File: src/rtl/uart_tx_if.sv
// uart_tx_if: host-side handshake bundle (tx_start, din in; txd, tx_busy, tx_done out)
interface uart_tx_if #(parameter int SIZE = 8);
  logic            tx_start;
  logic [SIZE-1:0] din;
  logic            txd;
  logic            tx_busy;
  logic            tx_done;
  modport master (output tx_start, din, input txd, tx_busy, tx_done);
  modport slave  (input tx_start, din, output txd, tx_busy, tx_done);
endinterface

File: src/rtl/uart_tx.sv
// uart_tx: UART serialiser (clk, sync active-low rst_n, bus: tx_start/din in, txd/tx_busy/tx_done out)
module uart_tx #(
  parameter int SIZE         = 8,
  parameter int CLKS_PER_BIT = 5208,
  parameter int PARITY_MODE  = 0
) (
  input logic      clk,
  input logic      rst_n,
  uart_tx_if.slave bus
);
  localparam int CW = $clog2(CLKS_PER_BIT);
  localparam int IW = $clog2(SIZE + 1);
  localparam logic [CW-1:0] LAST_CNT = CW'(CLKS_PER_BIT - 1);
  localparam logic [IW-1:0] LAST_IDX = IW'(SIZE - 1);
  typedef enum logic [2:0] {IDLE, START, DATA, PARITY, STOP} state_t;
  state_t          state, state_n;
  logic [CW-1:0]   cnt, cnt_n;
  logic [IW-1:0]   idx, idx_n;
  logic [SIZE-1:0] sh, sh_n;
  logic            txd, txd_n, par, par_n, tick;
  assign tick        = cnt == LAST_CNT;
  assign bus.txd     = txd;
  assign bus.tx_busy = state != IDLE;
  assign bus.tx_done = state == STOP && tick;
  always_ff @(posedge clk) begin
    if (!rst_n) begin
      state <= IDLE;
      cnt   <= '0;
      idx   <= '0;
      sh    <= '0;
      txd   <= 1'b1;
      par   <= 1'b0;
    end else begin
      state <= state_n;
      cnt   <= cnt_n;
      idx   <= idx_n;
      sh    <= sh_n;
      txd   <= txd_n;
      par   <= par_n;
    end
  end
  always_comb begin
    state_n = state;
    cnt_n   = state == IDLE ? '0 : tick ? '0 : cnt + 1'b1;
    idx_n   = idx;
    sh_n    = sh;
    txd_n   = txd;
    par_n   = par;
    case (state)
      IDLE: if (bus.tx_start) begin
        state_n = START;
        sh_n    = bus.din;
        par_n   = (^bus.din) ^ (PARITY_MODE == 2);
        idx_n   = '0;
        txd_n   = 1'b0;
      end
      START: if (tick) begin
        state_n = DATA;
        txd_n   = sh[0];
        sh_n    = sh >> 1;
      end
      DATA: if (tick) begin
        if (idx == LAST_IDX) begin
          state_n = PARITY_MODE != 0 ? PARITY : STOP;
          txd_n   = PARITY_MODE != 0 ? par : 1'b1;
        end else begin
          idx_n = idx + 1'b1;
          txd_n = sh[0];
          sh_n  = sh >> 1;
        end
      end
      PARITY: if (tick) begin
        state_n = STOP;
        txd_n   = 1'b1;
      end
      STOP: if (tick) state_n = IDLE;
      default: state_n = IDLE;
    endcase
  end
endmodule

File: src/flat_wrapper.sv
// flat-port wrapper written by rule: the top's interface ports become plain ports
module uart_tx_flat 
#(
  parameter int SIZE         = 8,
  parameter int CLKS_PER_BIT = 5208,
  parameter int PARITY_MODE  = 0
)
  (clk, rst_n, bus_tx_start, bus_din, bus_txd, bus_tx_busy, bus_tx_done);
  uart_tx_if #(.SIZE(SIZE)) bus_i ();
  input logic clk;
  input logic rst_n;
  input wire logic [$bits(bus_i.tx_start)-1:0] bus_tx_start;
  input wire logic [$bits(bus_i.din)-1:0] bus_din;
  output wire logic [$bits(bus_i.txd)-1:0] bus_txd;
  output wire logic [$bits(bus_i.tx_busy)-1:0] bus_tx_busy;
  output wire logic [$bits(bus_i.tx_done)-1:0] bus_tx_done;
  assign bus_i.tx_start = bus_tx_start;
  assign bus_i.din = bus_din;
  assign bus_txd = bus_i.txd;
  assign bus_tx_busy = bus_i.tx_busy;
  assign bus_tx_done = bus_i.tx_done;
  uart_tx #(.SIZE(SIZE), .CLKS_PER_BIT(CLKS_PER_BIT), .PARITY_MODE(PARITY_MODE)) u_core (.clk(clk), .rst_n(rst_n), .bus(bus_i));
endmodule
File: config.mk
export PLATFORM = sky130hd
export DESIGN_NAME = uart_tx_flat
export DESIGN_NICKNAME = d
export VERILOG_FILES = /design/src/rtl/uart_tx_if.sv /design/src/rtl/uart_tx.sv /design/src/flat_wrapper.sv
export SDC_FILE = /design/constraint.sdc
export NUM_CORES = 1
export LEC_CHECK = 0
export BUFFER_PORTS_ARGS = -buffer_cell sky130_fd_sc_hd__buf_2
export CAP_MARGIN = 0
export CORE_MARGIN = 2
export CORE_UTILIZATION = 60
export DETAILED_ROUTE_END_ITERATION = 8
export GPL_TIMING_DRIVEN = 0
export HOLD_SLACK_MARGIN = 0.06
export PLACE_DENSITY = 0.81
export SETUP_SLACK_MARGIN = 0.15
export SYNTH_ARGS = -nofsm -noshare
export SYNTH_HDL_FRONTEND = slang
export SYNTH_SLANG_ARGS = --single-unit
export TNS_END_PERCENT = 50
File: constraint.sdc
create_clock -name clk -period 3.6 [get_ports clk]
set_input_delay 0.72 -clock clk [delete_from_list [all_inputs] [get_ports clk]]
set_output_delay 0.72 -clock clk [all_outputs]
set_load 0.02 [all_outputs]
### Yosys cells after proc, flatten, opt, wreduce, memory -nomap -nowiden

Index checks and enable logic that the tools add are counted.

* register bits: 29
* memories kept: 0
* RAM bits: 0
* output and inout port bits: 3
* latch bits: 0
* input bits: 11
* bits in read-only memories: 0
* logic and storage cells: 54

* $add $sub $neg: 2
* $mul: 0
* div/mod/pow operators: 0
* multiplexer cells: 22
* reduce and logical (&&, ||, !) cells: 11
* shift-type cells: 0
* $lt $le $gt $ge: 0
* bitwise gates (word level): 1
* equal/unequal tests: 13

Operators by type and width (count)
* 8-bit 2-to-1 mux: 4
* 8-bit one-hot mux with 3 select lines: 1
* 3-bit 2-to-1 mux: 6
* 3-bit one-hot mux with 5 select lines: 1
* 13-bit by 1-bit adder with 13-bit output, second input constant: 1
* 13-bit equality test, second input constant: 1
* 4-bit 2-to-1 mux: 3
* 2-bit by 1-bit != test with 1-bit output, second input constant: 5
* 5-bit AND reduction: 2
* 4-bit one-hot mux with 2 select lines: 1
* 3-bit by 2-bit equality test with 1-bit output, second input constant: 2
* 6-bit AND reduction: 1
* 3-bit nonzero test: 2
* 1-bit 2-to-1 mux: 5
* 4-bit by 1-bit adder with 4-bit output, second input constant: 1
* 4-bit by 3-bit equality test with 1-bit output, second input constant: 1
* 2-bit != test, second input constant: 2
* 1-bit one-hot mux with 4 select lines: 1
* 4-bit AND reduction: 1
* 4-bit nonzero test: 1
* 3-bit by 1-bit equality test with 1-bit output, second input constant: 1
* 3-bit equality test, second input constant: 1
* 3-bit logical NOT: 1
* 3-bit OR reduction: 1
* other kinds (3): 3

### Longest topological paths before layout

* word-level depth: 4
* gate-level depth with buffers: 7
* mapped depth without buffers: 6

### Worst setup path before layout

No wires, ideal clock.

* path kind: register to output
* start point: reg u_core.cnt[7]
* end point: out bus_tx_done
* stages on the path, launching flop included: 3
* arrival time: 1.578 ns
* buffers on the path: 0
* data required time: 2.880 ns
* setup slack: 1.302 ns
* cells stage by stage: dfxtp_1 or4b_4 nor4_1

* cells in the longest elaborated chain, start to end: 2

RTL lines
* start, declared: line uart_tx.sv:17 `logic [CW-1:0] cnt, cnt_n;`
* start signal, assigned: line uart_tx.sv:35 `cnt <= cnt_n;`
* 13-bit equality test: line uart_tx.sv:21 `assign tick = cnt == LAST_CNT;`
* 1-bit logical AND: line uart_tx.sv:24 `assign bus.tx_done = state == STOP && tick;`
* end, declared: line flat_wrapper.sv:16 `output wire logic [$bits(bus_i.tx_done)-1:0] bus_tx_done;`

No other way between the ends.

### Final worst setup path

* start point: reg u_core.cnt[2]
* end point: out bus_tx_done

Same word-level chain as after synthesis.

==> metrics.txt <==
Sw Ratio=24.0%; CTS Sinks=29; number of global-route vias before repair=~1,200; number of DRC markers in iteration 0=40; Gate power share=10.0%; pwr dens=386 nW/um^2; fillcell total=182; Mapped Cells=163; Area contributors post-synth=dfxtp_1, mux2i_1, nor2_1; via count=1,291; register area share after synthesis=around 40%; Seq pwr share=a little over half; max cap viols=0; CTS Buf Count=5; met3 Use GR=under 10%; Setup crit end kind=output port; Req. time, crit path=2880 ps; post-cts sizing count=0; Post-synth EDFFs=0; most frequent cells in the layout=dfxtp_1, nor2_1, buf_2; die area=between 2000 and 3000 um^2; Yosys reg bits=29; Worst-Margin Slew=711 ps; static leakage=0.643 nW; diode count=0; # setup viols final=0; Worst IR Drop VDD=310 uV; cts-stage hold buffer count=0; Fin. Hold Viols=0; DRT Pass-1 Iters=4; Critical Path Start Type=flip-flop; Synth async-reset ratio=0%; Seq. cell area=581 um^2; library cells used by synthesis=40; Hold Path Class=flip-flop to flip-flop; core area=roughly 2200 um^2; DRC=0; fin crit share=69.1%; Yosys top cell by area=dfxtp_1; Post-DRT Antenna Nets=0; design area=1610 um^2; most common cell after layout, fill and taps aside=dfxtp_1; share of post-route cells with drive strength above 1=between 15 and 20%; number of synthesis warnings=0; area of the multi-input gates=between 800 and 900 um^2; Most Crowded Layer GR=met2; clock power share=a little over a third; syn_area_per_cell=8.83 um^2; max-slew violation count=0; CTS tree=built; clk root buf=clkbuf_4; Die X=53.0 um; Layout Skew=a little under 9 ps; share of the synthesized area in the top cell type=approximately two fifths; Net Switching=roughly 0.15 mW; final wirelength=about 2800 um; post-CTS setup buffer count=0; Total Routing Usage GR=24.3%; initial antenna violation count=0; power consumption=roughly 0.62 mW; Data arrival, critical path=about 1800 ps; clk buf depth=2; critical path fanouts, max=5; Setup CP Type=flip-flop to output port; Placer Congestion=between 0.8 and 0.9; first-pass GRT wire length=4820 um; Remaining Overflow, GRT=0; clock slew at reported path FFs=90 ps; status=completed; Synth Cell Area=~1400 um^2; Main synth FF type=dfxtp_1; Core Rows=17; crit path time final=approximately 2500 ps; RSZ-0062 raised after global routing=false; number of I/O pins=14; Post-Syn Nets=approximately 180; nets@finish=between 150 and 200; port bufs=13; Starting Density=between 60 and 70%; CTS H-tree depth=2; Vias per Instance=around 6.1; PnR worst setup slack=1110 ps; Placement Cell Area=1540 um^2; largest net degree at the start of global routing=11; post-DR wirelength/cell=between 10 and 15 um; relative slew slack=between 50% and 60%; met1 usage=a little over a quarter; Skew-Pair Late Insertion Delay=between 300 and 400 ps; post-route setup TNS=0 ps; fmax=roughly 400 MHz; Area growth syn-to-layout=11.8%; post-DP HPWL=2080 um; Internal=approximately 0.47 mW; Place WS=about 1300 ps; die span in y=53.0 um; M2 GR Usage=around two fifths
-- per-layer routing --
metal,up-vias,share of wire [%]
li1,627,-
met1,610,42
met2,46,50
met3,8,6.2
met4,0,2.2
met5,-,0
-- per-stage QoR --
stage | cells | util, % | hold WS (ps)
finish | 212 | 72.0 | 469
CTS | 212 | 72.0 | 471
global route | 212 | 72.0 | 489
floorplan | 163 | - | 430
detailed placement | 204 | 68.9 | 459
global placement | 204 | 68.9 | 442
-- worst paths after layout --
kind	startpoint	to	slack, ps	cells after the start
hold reg to reg	u_core.sh[6]$_SDFFE_PN0P_	u_core.sh[6]$_SDFFE_PN0P_	470	2
hold / removal	u_core.sh[6]$_SDFFE_PN0P_	u_core.sh[6]$_SDFFE_PN0P_	470	2
setup / recovery	u_core.cnt[2]$_SDFF_PP0_	bus_tx_done	1110	3
setup reg to reg	u_core.cnt[2]$_SDFF_PP0_	u_core.idx[1]$_SDFFE_PN0P_	1270	6
-- cell type report --
cell class | count | share of cell area, %
well taps | 28 | 2.18
multi-input cells | 123 | 50.5
clock inverters | 1 | 0.311
clock buffers | 7 | 4.04
flip-flops and latches | 29 | 36.1
repair buffers | 13 | 4.04
plain buffers | 7 | 1.94
inverters | 4 | 0.933
-- state kept, by name, summed over array words and instances, names as in the netlist --
signal,cells
u_core.bus.txd,1
u_core.sh,8
u_core.idx,4
u_core.state,3
u_core.cnt,13
-- critical path, stage by stage (launching register included) --
cell and delay (ps):
dfxtp_1 420, or4b_4 510, nor4_1 290, buf_2 220
-- power groups by stage --
stage	clock network, mW	registers (mW)	logic (mW)
2_1_floorplan	0	0.344	0.0434
3_3_place_gp	0	0.344	0.0593
3_5_place_dp	0	0.344	0.0615
4_1_cts	0.232	0.337	0.0619
5_1_grt	0.245	0.338	0.0686
6_report	0.222	0.337	0.0618
-- synthesized netlist by cell type (all sizes together) (3+ instances only) --
cell,n
nand3,11
or3,3
o21ai,13
mux2i,8
o211a,6
and3,5
xnor2,8
dfxtp,29
inv,4
xor2,3
nor2,20
clkbuf,5
nand2,10
a21oi,6
nor3,7
-- logic make-up after synthesis --
kind of cell	after synthesis	synth area share (%)
buffers and inverters	11	3.22
xor gates and xnor gates	11	6.70
muxes	9	6.35
AOI/OAI and AO/OA	33	16.2
adders and majority gates	2	1.74
and+or+nand+nor	68	25.5
DFF	29	40.3
(Power assumes the default switching activity.)
